### src/rtl/loader_pkg.sv
// Shared types and widths for the program loader.
// The optional checksum trailer is enabled with the LOADER_CHECKSUM_EN macro.
package loader_pkg;
    localparam int WORD_W          = 16;
    localparam int BYTE_W          = 8;
    localparam int IMEM_WORDS_DEF  = 100;

    typedef enum logic [2:0] {
        S_IDLE,
        S_HI,
        S_LO,
        S_WRITE,
        S_CHK,
        S_RUN,
        S_ERR
    } state_t;
endpackage

### src/rtl/loader_word_assembler.sv
// Captures high/low stream bytes into one instruction word.
// With LOADER_CHECKSUM_EN, it also keeps a running XOR of every data byte.
import loader_pkg::*;

module loader_word_assembler (
    input  logic              clk,
    input  logic              reset,
    input  logic              hi_en,
    input  logic              lo_en,
    input  logic [BYTE_W-1:0] byte_in,
    output logic [WORD_W-1:0] word
`ifdef LOADER_CHECKSUM_EN
    ,
    input  logic              clr,
    output logic              csum_match
`endif
);
    logic [BYTE_W-1:0] hi_q, lo_q;

    always_ff @(posedge clk or posedge reset) begin
        if (reset) begin
            hi_q <= '0;
            lo_q <= '0;
        end else begin
            if (hi_en) hi_q <= byte_in;
            if (lo_en) lo_q <= byte_in;
        end
    end

    assign word = {hi_q, lo_q};

`ifdef LOADER_CHECKSUM_EN
    logic [BYTE_W-1:0] xor_q;

    always_ff @(posedge clk or posedge reset) begin
        if (reset)               xor_q <= '0;
        else if (clr)            xor_q <= '0;
        else if (hi_en || lo_en) xor_q <= xor_q ^ byte_in;
    end

    assign csum_match = (xor_q == byte_in);
`endif
endmodule

### src/rtl/program_loader.sv
// Streams a count-prefixed program image into instruction memory and holds the core in reset until done.
// Define LOADER_CHECKSUM_EN to require a trailing XOR checksum byte.
import loader_pkg::*;

module program_loader #(
    parameter logic [WORD_W-1:0] BASE_ADDR  = '0,
    parameter int                IMEM_WORDS = IMEM_WORDS_DEF
) (
    input  logic              clk,
    input  logic              reset,
    input  logic [BYTE_W-1:0] byte_in,
    input  logic              byte_valid,
    output logic              byte_ready,
    input  logic              reload,
    output logic              instruction_write_en,
    output logic [WORD_W-1:0] write_instruction_address,
    output logic [WORD_W-1:0] write_instruction,
    output logic              cpu_reset,
    output logic              done,
    output logic              error
);
`ifdef LOADER_CHECKSUM_EN
    localparam state_t AFTER_LAST = S_CHK;
    logic csum_match;
`else
    localparam state_t AFTER_LAST = S_RUN;
`endif

    state_t            state_q, state_d;
    logic [BYTE_W-1:0] cnt_q, idx_q;
    logic              accept;
    logic              wr_en_d, cpu_reset_d, done_d, error_d;

    assign byte_ready = !reset && (state_q inside {S_IDLE, S_HI, S_LO, S_CHK});
    assign accept     = byte_valid && byte_ready;

    loader_word_assembler u_asm (
        .clk     (clk),
        .reset   (reset),
        .hi_en   (accept && state_q == S_HI),
        .lo_en   (accept && state_q == S_LO),
        .byte_in (byte_in),
        .word    (write_instruction)
`ifdef LOADER_CHECKSUM_EN
        ,
        .clr       (state_q == S_IDLE),
        .csum_match(csum_match)
`endif
    );

    always_ff @(posedge clk or posedge reset) begin
        if (reset) state_q <= S_IDLE;
        else       state_q <= state_d;
    end

    always_comb begin
        state_d = state_q;
        case (state_q)
            S_IDLE: if (accept)
                        state_d = (byte_in == '0 || int'(byte_in) > IMEM_WORDS) ? S_ERR : S_HI;
            S_HI:    if (accept) state_d = S_LO;
            S_LO:    if (accept) state_d = S_WRITE;
            S_WRITE: state_d = (idx_q + 8'd1 == cnt_q) ? AFTER_LAST : S_HI;
`ifdef LOADER_CHECKSUM_EN
            S_CHK:   if (accept) state_d = csum_match ? S_RUN : S_ERR;
`endif
            S_RUN, S_ERR: if (reload) state_d = S_IDLE;
            default: state_d = S_IDLE;
        endcase
    end

    // Outputs are decoded from the next state so the registered copies line up with the state.
    always_comb begin
        wr_en_d     = (state_d == S_WRITE);
        cpu_reset_d = (state_d != S_RUN);
        done_d      = (state_d == S_RUN);
        error_d     = (state_d == S_ERR);
    end

    always_ff @(posedge clk or posedge reset) begin
        if (reset) begin
            instruction_write_en      <= 1'b0;
            write_instruction_address <= BASE_ADDR;
            cpu_reset                 <= 1'b1;
            done                      <= 1'b0;
            error                     <= 1'b0;
        end else begin
            instruction_write_en <= wr_en_d;
            cpu_reset            <= cpu_reset_d;
            done                 <= done_d;
            error                <= error_d;
            if (state_d == S_WRITE)
                write_instruction_address <= BASE_ADDR + {{(WORD_W-BYTE_W){1'b0}}, idx_q};
        end
    end

    always_ff @(posedge clk or posedge reset) begin
        if (reset) begin
            cnt_q <= '0;
            idx_q <= '0;
        end else if (state_q == S_IDLE && accept) begin
            cnt_q <= byte_in;
            idx_q <= '0;
        end else if (state_q == S_WRITE) begin
            idx_q <= idx_q + 8'd1;
        end
    end
endmodule

### config.mk
export PLATFORM = sky130hd
export DESIGN_NAME = program_loader
export DESIGN_NICKNAME = d
export VERILOG_FILES = /design/src/rtl/loader_pkg.sv /design/src/rtl/loader_word_assembler.sv /design/src/rtl/program_loader.sv
export SDC_FILE = /design/constraint.sdc
export NUM_CORES = 1
export LEC_CHECK = 0
export CAP_MARGIN = 20
export CORE_MARGIN = 1.5
export CORE_UTILIZATION = 40
export DETAILED_ROUTE_END_ITERATION = 7
export GPL_TIMING_DRIVEN = 0
export HOLD_SLACK_MARGIN = 0.08
export PLACE_DENSITY = 0.69
export SLEW_MARGIN = 20
export SYNTH_ARGS = -nofsm -noshare
export SYNTH_HDL_FRONTEND = slang
export SYNTH_HIERARCHICAL = 1
export SYNTH_SLANG_ARGS = --single-unit
export TNS_END_PERCENT = 100
### constraint.sdc
create_clock -name clk -period 3.45 [get_ports clk]
set_input_delay 0.345 -clock clk [delete_from_list [all_inputs] [get_ports clk]]
set_output_delay 0.345 -clock clk [all_outputs]
set_load 0.03 [all_outputs]
==> flow_metrics.tcl <==
set metrics [dict create \
    run_status "finished clean" \
    gp_congestion 0.762 \
    required_ps 3650 \
    cts-root-buf "clkbuf_8" \
    dr_wl_met3_um 198 \
    firstDrtPassIters 4 \
    portBuffers 40 \
    grt_pass1_wl_um 7100 \
    start_kind "input pin" \
    max-cap-violations 0 \
    cp_max_fo 10 \
    postSynthAreaPerCell_sq_um 11.3 \
    cts_resized 0 \
    clockBufferDepth 2 \
    final_antenna_net_count 0 \
    post-synth-top-area-cell "dfrtp_1" \
    via_count 1570 \
    netlist.area_leader.share 0.494 \
    ys_top_cells_by_area "dfrtp_1 49%, mux2_4 10%, nand2_1 4.8%" \
    routed_wl_um 4230 \
    core_sq_mm 0.00557 \
    worst_ep_arrival_time_ps 2500 \
    die_width_um 79.3 \
    wl_met1_um 2130 \
    whs_ps 476 \
    via_per_inst 4.71 \
    cts_tree "yes" \
    num_antenna_cells 0 \
    drt_iter0_markers 37 \
    grt_pass1_vias 1464 \
    start_util 0.418 \
    synthCells 206 \
    final_hold_viol_count 0 \
    critPathTopFamily "buffers and inverters" \
    end_kind "flop" \
    seq_area_sq_mm 0.00118 \
    synth_area_sq_mm 0.00233 \
    final_nets 273 \
    synth_enable_flop_cells 0 \
    fin_crit_sh 0.668 \
    wl_per_cell_um 12.7 \
    rows 27 \
    setup_viol 0 \
    cts_buffers 5 \
    track_usage 0.148 \
    async_flop_share 1.00 \
    final_max_slew_viol_count 0 \
    grt_start_max_net_pins 32 \
    max_stage_delay_ps 470 \
    most-common-layout-cells "46 x dfrtp_1, 40 x clkdlybuf4s50_1, 30 x nand2_1" \
    antenna_found_initial 0 \
    fin_skew_ps 5.46 \
    fmax_ghz 0.434 \
    synthFlopType "dfrtp_1" \
    die-height_um 79.3 \
    rsz0062_at_grt "false" \
    setup-tns-final_ps 0 \
    crit_type "input pin to flop" \
    ys_seq_area_frac 0.506 \
    leakage_nw 1.33 \
    synth-seq-cells 47 \
    hp-class "flop to flop" \
    insertion_delay_ps 300 \
    crit_path_top_delay_cell "clkdlybuf4s50_1" \
    drive_gt1_frac 0.184 \
    tightest_slew_ps 646 \
    relSlewSlack 0.568 \
    period_needed_ps 2300 \
    clkTransAtPathRegs_ps 90 \
    synth_warnings 6 \
    overflow 0 \
    cts_setup_buffers 0 \
    drc_errors 0 \
    die_area_sq_mm 0.00629 \
    ir_worst_vdd_v 0.000525 \
    io_pins 49 \
    dp_slack_ps 814 \
    cellPowerDensity_mw_per_mm2 846 \
    topRoutingLayerUsed "met4" \
    final_common_cell "dfrtp_1" \
    cp.buffers_inverters 4 \
    met2_length_um 1850 \
    cts_sinks 47 \
    cts_hold_buffers 0 \
    fillers 506 \
    crit_chain "clkdlybuf4s50_1 > or3b_1 > or2_1 > clkbuf_1 > inv_2 > buf_6 > mux2_4" \
    h-tree-depth 2 \
    areaGrowthSynthToFinish_pct 26.4 \
    layout_setup_ws_ps 1150 \
    dp_hpwl_um 3030 \
    multi_input_area_sq_mm 0.00102 \
    ys_types 48 \
]
==> worst register-to-register path: stages (launching register included) <==
cell and delay [ps]:
dfrtp_1 430, or3b_1 480, or2_1 260, clkbuf_1 230
inv_2 230, buf_6 200, mux2_4 310
==> state kept, by name, indices dropped and copies added (netlist names) <==
name                       flops
u_asm/lo_q                     8
done                           1
write_instruction_address      8
error                          1
state_q                        3
cpu_reset                      1
cnt_q                          8
idx_q                          8
u_asm/hi_q                     8
instruction_write_en           1
==> routing by layer <==
layer	up-vias	track usage
li1	794	-
met1	727	0.207
met2	43	0.222
met3	6	0.0356
met4	0	0.0526
met5	-	0
==> path summary, 6_finish.rpt <==
kind,from,slack (ps),end,cells past startpoint
setup / recovery,reset,1150,u_asm/lo_q[2]$_DFFE_PP0P_,7
hold / removal,write_instruction_address[5]$_DFFE_PP0N_,480,write_instruction_address[5]$_DFFE_PP0N_,2
max in group asynchronous,reset,2510,write_instruction_address[0]$_DFFE_PP0N_,2
hold reg to reg,write_instruction_address[5]$_DFFE_PP0N_,480,write_instruction_address[5]$_DFFE_PP0N_,2
min in group asynchronous,reset,500,u_asm/lo_q[7]$_DFFE_PP0P_,2
setup reg to reg,state_q[2]$_DFF_PP0_,1210,u_asm/lo_q[2]$_DFFE_PP0P_,6
==> report_power, final <==
part / internal [mW] / total, mW / leakage, nW / switching, mW
clock network: 0.164 / 0.354 / 0.0474 / 0.190
registers: 0.773 / 0.922 / 0.595 / 0.149
logic: 0.592 / 1.22 / 0.685 / 0.624
==> cell families after synthesis <==
kind of cell	after synthesis	synth area share
buf+inv	26	0.0682
flops	47	0.506
other cells	1	0.00161
xor+xnor	16	0.0634
simple gates	69	0.147
compound gates	21	0.0634
mux	24	0.141
fa+ha+maj	2	0.00967
==> per-stage QoR <==
stage | instance area, sq um | cells | total power, mW | util
5_1_grt | 2940 | 333 | 2.64 | 0.528
3_3_place_gp | 2850 | 325 | 2.14 | 0.510
6_report | 2940 | 333 | 2.49 | 0.528
4_1_cts | 2940 | 333 | 2.51 | 0.528
2_1_floorplan | 2350 | 213 | 1.75 | -
3_5_place_dp | 2850 | 325 | 2.15 | 0.510
==> cells in the mapped netlist, types with 3 or more instances <==
cell type / number
or3_1: 3
mux2_4: 16
xnor2_1: 10
a21oi_1: 4
inv_1: 7
mux2_1: 5
clkbuf_1: 3
buf_6: 3
a211oi_1: 4
nand3_1: 3
dfrtp_1: 46
nand2_1: 30
nor2_1: 14
o21ai_0: 5
nor3_1: 3
buf_4: 10
xor2_1: 5
==> cell type report <==
cell class,instances,share of cell area
flip-flops and latches,47,0.400
multi-input cells,140,0.346
repair buffers,40,0.136
plain buffers,17,0.0425
well taps,72,0.0306
clock buffers,6,0.0280
inverters,9,0.0115
clock inverters,2,0.00552
Note: power is estimated with default switching activity, not from simulation.
